[config.mk]
export PLATFORM = sky130hd
export DESIGN_NAME = mac_ram_readout
export DESIGN_NICKNAME = d
export VERILOG_FILES = /design/src/rtl/mac_ram_readout_pkg.sv /design/src/rtl/mac_ram_readout_fifo.sv /design/src/rtl/mac_ram_readout.sv
export SDC_FILE = /design/constraint.sdc
export NUM_CORES = 1
export LEC_CHECK = 0
export ABC_AREA = 1
export CAP_MARGIN = 20
export CORE_MARGIN = 3
export CORE_UTILIZATION = 25
export CTS_CLUSTER_SIZE = 12
export DETAILED_ROUTE_END_ITERATION = 6
export HOLD_SLACK_MARGIN = 0.02
export PLACE_DENSITY = 0.39
export SYNTH_ARGS = -nofsm -noshare
export SYNTH_HDL_FRONTEND = slang
export SYNTH_HIERARCHICAL = 1
export SYNTH_SLANG_ARGS = --single-unit
export TNS_END_PERCENT = 30
[constraint.sdc]
create_clock -name clk -period 6.4 [get_ports clk]
set_input_delay 1.92 -clock clk [delete_from_list [all_inputs] [get_ports clk]]
set_output_delay 1.92 -clock clk [all_outputs]
set_load 0.05 [all_outputs]
[src/rtl/mac_ram_readout_pkg.sv]
// Shared constants and sequencer state encoding for the MAC bank readout path.
package mac_ram_readout_pkg;
  localparam int DATA_W     = 32;
  localparam int ADDR_W_DEF = 5;
  localparam int RD_LAT_DEF = 2;

  typedef enum logic [2:0] {
    ST_IDLE,
    ST_WAITMAC,
    ST_OPEN,
    ST_READ,
    ST_DRAIN,
    ST_CLRGAP,
    ST_CLR,
    ST_CLRWAIT
  } state_e;

  function automatic logic is_clearing(input state_e s);
    return (s == ST_CLRGAP) || (s == ST_CLR) || (s == ST_CLRWAIT);
  endfunction
endpackage

[src/rtl/mac_ram_readout_fifo.sv]
// Show-ahead sync FIFO holding captured words with their lag index and last flag.
module readout_fifo
  import mac_ram_readout_pkg::*;
#(
  parameter int DEPTH = 4,
  parameter int IDX_W = 5
) (
  input  logic              clk,
  input  logic              rst_n,
  input  logic              wr_en,
  input  logic [DATA_W-1:0] wr_data,
  input  logic [IDX_W-1:0]  wr_index,
  input  logic              wr_last,
  input  logic              rd_en,
  output logic [DATA_W-1:0] rd_data,
  output logic [IDX_W-1:0]  rd_index,
  output logic              rd_last,
  output logic              empty,
  output logic [$clog2(DEPTH):0] count
);
  localparam int PTR_W = (DEPTH > 1) ? $clog2(DEPTH) : 1;
  localparam int CNT_W = $clog2(DEPTH) + 1;

  typedef struct packed {
    logic [DATA_W-1:0] data;
    logic [IDX_W-1:0]  index;
    logic              last;
  } entry_t;

  entry_t           mem_q [DEPTH];
  logic [PTR_W-1:0] wr_ptr_q, wr_ptr_d, rd_ptr_q, rd_ptr_d;
  logic [CNT_W-1:0] count_q, count_d;
  logic             push, pop;
  entry_t           head;

  assign push = wr_en && (count_q != CNT_W'(DEPTH));
  assign pop  = rd_en && (count_q != '0);

  always_comb begin
    wr_ptr_d = wr_ptr_q + PTR_W'(push);
    rd_ptr_d = rd_ptr_q + PTR_W'(pop);
    count_d  = count_q + CNT_W'(push) - CNT_W'(pop);
  end

  always_ff @(posedge clk) begin
    if (!rst_n) begin
      wr_ptr_q <= '0;
      rd_ptr_q <= '0;
      count_q  <= '0;
    end else begin
      wr_ptr_q <= wr_ptr_d;
      rd_ptr_q <= rd_ptr_d;
      count_q  <= count_d;
    end
  end

  always_ff @(posedge clk) begin
    if (push) mem_q[wr_ptr_q] <= '{data: wr_data, index: wr_index, last: wr_last};
  end

  // Stale storage is masked so the stream outputs read zero whenever nothing is queued.
  assign empty    = (count_q == '0);
  assign head     = empty ? '0 : mem_q[rd_ptr_q];
  assign rd_data  = head.data;
  assign rd_index = head.index;
  assign rd_last  = head.last;
  assign count    = count_q;
endmodule

[src/rtl/mac_ram_readout.sv]
// Readout sequencer for one RAM-based MAC bank: waits out bursts, sweeps all lags into a
// credit-checked FIFO, streams them on valid/ready, then optionally clears the bank.
module mac_ram_readout
  import mac_ram_readout_pkg::*;
#(
  parameter int WIDTHofADDR = ADDR_W_DEF,
  parameter int RD_LAT      = RD_LAT_DEF,
  parameter int FIFO_DEPTH  = 4,
  parameter bit CLR_AFTER   = 1'b1
) (
  input  logic                   clk,
  input  logic                   rst_n,
  input  logic                   start,
  input  logic                   sin,
  output logic                   read,
  output logic [WIDTHofADDR-1:0] rAddr,
  output logic                   clr,
  input  logic [DATA_W-1:0]      rData,
  output logic                   out_valid,
  input  logic                   out_ready,
  output logic [DATA_W-1:0]      out_data,
  output logic [WIDTHofADDR-1:0] out_index,
  output logic                   out_last,
  output logic                   busy,
  output logic                   done,
  output logic                   lost
);
  localparam int              W        = WIDTHofADDR;
  localparam int              CNT_W    = $clog2(FIFO_DEPTH) + 1;
  localparam int              CRED_W   = $clog2(FIFO_DEPTH + RD_LAT + 2) + 1;
  localparam logic [W-1:0]    TOP_ADDR = {W{1'b1}};
  localparam logic [W:0]      BANK_LEN = {1'b1, {W{1'b0}}};

  state_e            state_q, state_d;
  logic              read_q, read_d, issue_q, issue_d;
  logic              clr_q, clr_d, busy_q, busy_d, done_q, done_d, lost_q, lost_d;
  logic [W-1:0]      raddr_q, raddr_d, next_addr_q, next_addr_d;
  logic [W:0]        burst_q, burst_d, wait_q, wait_d;
  logic [RD_LAT-1:0] pipe_v_q, pipe_v_d;
  logic [W-1:0]      pipe_idx_q [RD_LAT];
  logic [W-1:0]      pipe_idx_d [RD_LAT];
  logic [CNT_W-1:0]  fifo_count;
  logic              fifo_empty, clearing, can_issue;
  logic [CRED_W-1:0] in_flight;

  // Valid/index pipe tracks each issued address until its data appears on rData.
  for (genvar gi = 0; gi < RD_LAT; gi++) begin : g_pipe
    if (gi == 0) begin : g_head
      assign pipe_v_d[gi]   = issue_q;
      assign pipe_idx_d[gi] = raddr_q;
    end else begin : g_tail
      assign pipe_v_d[gi]   = pipe_v_q[gi-1];
      assign pipe_idx_d[gi] = pipe_idx_q[gi-1];
    end
  end

  // Issue only when every outstanding read plus the new one is guaranteed a FIFO slot.
  always_comb begin
    in_flight = CRED_W'(issue_q);
    for (int i = 0; i < RD_LAT; i++) in_flight = in_flight + CRED_W'(pipe_v_q[i]);
    can_issue = (in_flight + CRED_W'(fifo_count)) < CRED_W'(FIFO_DEPTH);
  end

  assign clearing = is_clearing(state_q);

  always_comb begin
    state_d     = state_q;
    read_d      = read_q;
    raddr_d     = raddr_q;
    next_addr_d = next_addr_q;
    issue_d     = 1'b0;
    clr_d       = 1'b0;
    busy_d      = busy_q;
    done_d      = 1'b0;
    lost_d      = lost_q;
    wait_d      = wait_q;
    burst_d     = (burst_q != '0) ? burst_q - 1'b1 : burst_q;
    if (sin) begin
      if (read_q || clearing) lost_d  = 1'b1;
      else                    burst_d = BANK_LEN;
    end
    unique case (state_q)
      ST_IDLE: if (start) begin
        state_d = ST_WAITMAC;
        busy_d  = 1'b1;
        lost_d  = 1'b0;
      end
      ST_WAITMAC: if (burst_q == '0 && !sin) begin
        state_d     = ST_OPEN;
        read_d      = 1'b1;
        raddr_d     = '0;
        next_addr_d = '0;
      end
      ST_OPEN, ST_READ: begin
        if (state_q == ST_OPEN) state_d = ST_READ;
        if (can_issue) begin
          issue_d     = 1'b1;
          raddr_d     = next_addr_q;
          next_addr_d = next_addr_q + 1'b1;
          if (next_addr_q == TOP_ADDR) state_d = ST_DRAIN;
        end
      end
      ST_DRAIN: begin
        if (read_q) begin
          if (in_flight == '0) read_d = 1'b0;
        end else if (fifo_empty) begin
          if (CLR_AFTER) begin
            state_d = ST_CLRGAP;
          end else begin
            state_d = ST_IDLE;
            busy_d  = 1'b0;
            done_d  = 1'b1;
          end
        end
      end
      ST_CLRGAP: begin
        state_d = ST_CLR;
        clr_d   = 1'b1;
      end
      ST_CLR: begin
        state_d = ST_CLRWAIT;
        wait_d  = BANK_LEN;
      end
      ST_CLRWAIT: begin
        if (wait_q == '0) begin
          state_d = ST_IDLE;
          busy_d  = 1'b0;
          done_d  = 1'b1;
        end else begin
          wait_d = wait_q - 1'b1;
        end
      end
      default: state_d = ST_IDLE;
    endcase
  end

  always_ff @(posedge clk) begin
    if (!rst_n) begin
      state_q     <= ST_IDLE;
      read_q      <= 1'b0;
      raddr_q     <= '0;
      next_addr_q <= '0;
      issue_q     <= 1'b0;
      clr_q       <= 1'b0;
      busy_q      <= 1'b0;
      done_q      <= 1'b0;
      lost_q      <= 1'b0;
      burst_q     <= '0;
      wait_q      <= '0;
      pipe_v_q    <= '0;
      for (int i = 0; i < RD_LAT; i++) pipe_idx_q[i] <= '0;
    end else begin
      state_q     <= state_d;
      read_q      <= read_d;
      raddr_q     <= raddr_d;
      next_addr_q <= next_addr_d;
      issue_q     <= issue_d;
      clr_q       <= clr_d;
      busy_q      <= busy_d;
      done_q      <= done_d;
      lost_q      <= lost_d;
      burst_q     <= burst_d;
      wait_q      <= wait_d;
      pipe_v_q    <= pipe_v_d;
      for (int i = 0; i < RD_LAT; i++) pipe_idx_q[i] <= pipe_idx_d[i];
    end
  end

  readout_fifo #(.DEPTH(FIFO_DEPTH), .IDX_W(W)) u_fifo (
    .clk      (clk),
    .rst_n    (rst_n),
    .wr_en    (pipe_v_q[RD_LAT-1]),
    .wr_data  (rData),
    .wr_index (pipe_idx_q[RD_LAT-1]),
    .wr_last  (pipe_idx_q[RD_LAT-1] == TOP_ADDR),
    .rd_en    (out_valid && out_ready),
    .rd_data  (out_data),
    .rd_index (out_index),
    .rd_last  (out_last),
    .empty    (fifo_empty),
    .count    (fifo_count)
  );

  assign out_valid = !fifo_empty;
  assign read      = read_q;
  assign rAddr     = raddr_q;
  assign clr       = clr_q;
  assign busy      = busy_q;
  assign done      = done_q;
  assign lost      = lost_q;
endmodule

==> results.md <==
* Most instantiated cells after synthesis: 189 x nor2_1, 152 x edfxtp_1, 74 x nand2_1
* I/O pins at 86
* First-pass iteration count of the detailed router at 4
* Max-slew headroom at 0.389
* Mapped Nets at about 810
* CTS H-tree lvls at 1
* Fin crit share at 0.812
* Clk Tree Root Cell: clkbuf_16
* Worst setup SP type: flop
* Top-count cell post-synth: nor2_1
* Crit path time final at 5.19 ns
* Cts repair resizes at 0
* Clock Path Buffers at 3
* Number of fill cells in the layout at approximately 3300
* Final Power at just over 3000 uW
* Worst path arrival time at about 3.3 ns
* RR Startpoint: u_fifo/count[1]$_SDFF_PN0_
* Gr usage total at 0.112
* Post-synthesis cell type count at 39
* Routed WL at slightly below 20000 um
* Die Footprint at 35100 um2
* Largest net degree at the start of global routing at 78
* GP Congestion at approximately 0.7
* Antenna violations before repair at 0
* Number of synthesized flops with an enable pin at roughly 150
* R2R setup slack at between 3 and 4 ns
* Fmax at between 150 and 200 MHz
* Required time worst endpoint at 4.48 ns
* TritonCTS sink count at approximately 200
* Max_cap viols at 0
* Final Instance Area at between 10000 and 15000 um2
* DR DRC count at 0
* Clk_lat worst skew at around 0.51 ns
* Mean Syn Cell Area at 10.8 um2
* Place WS at 1.59 ns
* R2r endpoint: u_fifo/count[2]$_SDFF_PN0_
* Register area at between 5000 and 6000 um2
* Worst R2R Path Depth at 14
* Post-route ant nets at 0
* Leak pwr at 0.00370 uW
* Worst hold start: pipe_idx_q[0][0]$_SDFF_PN0_
* Synthesized instance count at 760
* Post-CTS setup buffer count at 0
* Total grt overflow at 0
* Synth-to-layout area growth at 24.8%
* PD cells at ~300 nW/um2
* Worst hold endpoint: pipe_idx_q[0][5]$_SDFF_PN0_
* Main synth FF type: edfxtp_1
* Total CTS buffers at 24
* Placed cell area at 9480 um2
* Crit end category: primary output
* Final setup viols at 0
* Setup_tns at 0 ns
* Top post-synthesis cells by area: edfxtp_1 56%, dfxtp_1 12%, nor2_1 8.6%
* Outcome: completed
* Seq cells post-synth at roughly 200
* DR vias at roughly 5400
* Starting DRT DRC Count at around 190
* Vias per cell at 4.13
* Port bufs at between 80 and 90
* Final WS setup at 1.21 ns
* Sequential area share after synthesis at 0.677
* Area leader, netlist: edfxtp_1
* DP Wirelength at 11400 um
* Slew Viols, Final at 0
* Cts hold-fix bufs at 0
* Worst hold path type: flop to flop
* Worst-margin pin slew at 0.916 ns
* Area of the multi-input gates at roughly 2200 um2
* Core Box Area at between 30000 and 40000 um2
* Clock skew at between 0.01 and 0.015 ns
* Peak VDD IR at between 0.15 and 0.2 mV
* Initial core utilization at 0.257
* Final Hold Fails at 0
* Top cell type's share of synthesized area at 0.555
* Global-route wire length before repair at between 30000 and 40000 um
* Share of cells above drive strength 1 at 0.0720
* Critical path class: flop to primary output
* Worst Path Max Fanout at 24
* CTS tree: yes
* Die Wd at approximately 190 um
* WHS Path Cells at 2
* Wire length per cell at 15.3 um
* Reg clk slew, reported paths at ~0.060 ns
* RSZ-0062 raised after global routing: no
* Die H at ~190 um
* Number of global-route vias before repair at 5552
* Synth async-reset ratio at 0
* Nets at 891
* Ys Warns at 6
* Post-Synthesis Cell Area at 8220 um2
* Antenna diode count at 0
* Core Rows at 65
==> where the power goes <==
group          internal [uW]  switching, uW  total (uW)
Combinational            113            170         282
Sequential              1440           29.1        1470
Clock                    834            511        1340
Total                   2380            710        3090
==> final cells by class <==
type	instances	share of cell area
Timing Repair Buffer	95	0.0914
Multi-Input combinational cell	471	0.219
Clock buffer	33	0.0639
Inverter	49	0.0182
Clock inverter	11	0.0122
Sequential cell	202	0.543
Tap cell	435	0.0530
==> registers in the layout, summed over array words and instances, names as in the netlist <==
register / cells
pipe_v_q: 2
rAddr: 5
lost: 1
burst_q: 6
u_fifo/rd_ptr_q: 2
u_fifo/wr_ptr_q: 2
state_q: 3
u_fifo/count: 3
pipe_idx_q: 10
clr: 1
wait_q: 6
done: 1
issue_q: 1
busy: 1
next_addr_q: 5
read: 1
u_fifo/mem_q: 152
==> worst max-delay path by stage <==
| stage | start | end | slack (ns) | cells past startpoint |
|---|---|---|---|---|
| finish | u_fifo/count[1]$_SDFF_PN0_ | out_data[24] | 1.21 | 6 |
| global route | u_fifo/count[1]$_SDFF_PN0_ | out_data[11] | 0.85 | 6 |
| CTS | u_fifo/count[1]$_SDFF_PN0_ | out_data[24] | 1.04 | 6 |
| detailed placement | u_fifo/count[1]$_SDFF_PN0_ | out_data[24] | 1.59 | 6 |
| global placement | u_fifo/count[1]$_SDFF_PN0_ | out_data[25] | 1.67 | 6 |
| floorplan | u_fifo/count[1]$_SDFF_PN0_ | u_fifo/mem_q[0][0]$_DFFE_PP_ | 2.66 | 4 |
==> placed cells by master, fill, tap and decap left out, types with 22 or more instances in the layout <==
cell type          n
clkbuf_16         25
inv_1             44
a21oi_1           52
nor2_1           189
nand3_1           22
nand2_1           74
o21ai_0           61
clkdlybuf4s50_1   85
dfxtp_1           48
edfxtp_1         152
==> layer usage <==
metal / global-route usage / wire (um) / up-vias
li1: - / - / 2751
met1: 0.151 / 9510 / 2487
met2: 0.185 / 9120 / 92
met3: 0.0214 / 835 / 26
met4: 0.0305 / 395 / 0
met5: 0 / 0 / -
==> kinds of logic after synthesis <==
logic type,count (synthesis),share of synthesized area
AND/OR/NAND/NOR,309,0.154
adder cells (fa/ha/maj),11,0.0186
buffers and inverters,87,0.0525
XOR/XNOR,9,0.00959
AO/OA/AOI/OAI,142,0.0887
flip-flops,202,0.677
==> per-stage QoR <==
step | cells | util | hold WS, ns
2_1_floorplan | 760 | - | 0.390
3_3_place_gp | 1252 | 0.297 | 0.396
3_5_place_dp | 1252 | 0.297 | 0.396
4_1_cts | 1296 | 0.321 | 0.406
5_1_grt | 1296 | 0.321 | 0.425
6_report | 1296 | 0.321 | 0.406
==> critical path, stage by stage (launching register included) <==
cell and delay [ns]:
dfxtp_1 0.41, nor2_1 0.09, nand2_1 0.12, clkinv_1 0.72, buf_4 0.48, a21oi_1 0.14
clkdlybuf4s50_1 0.82
Power figures use the tool's default switching activity.
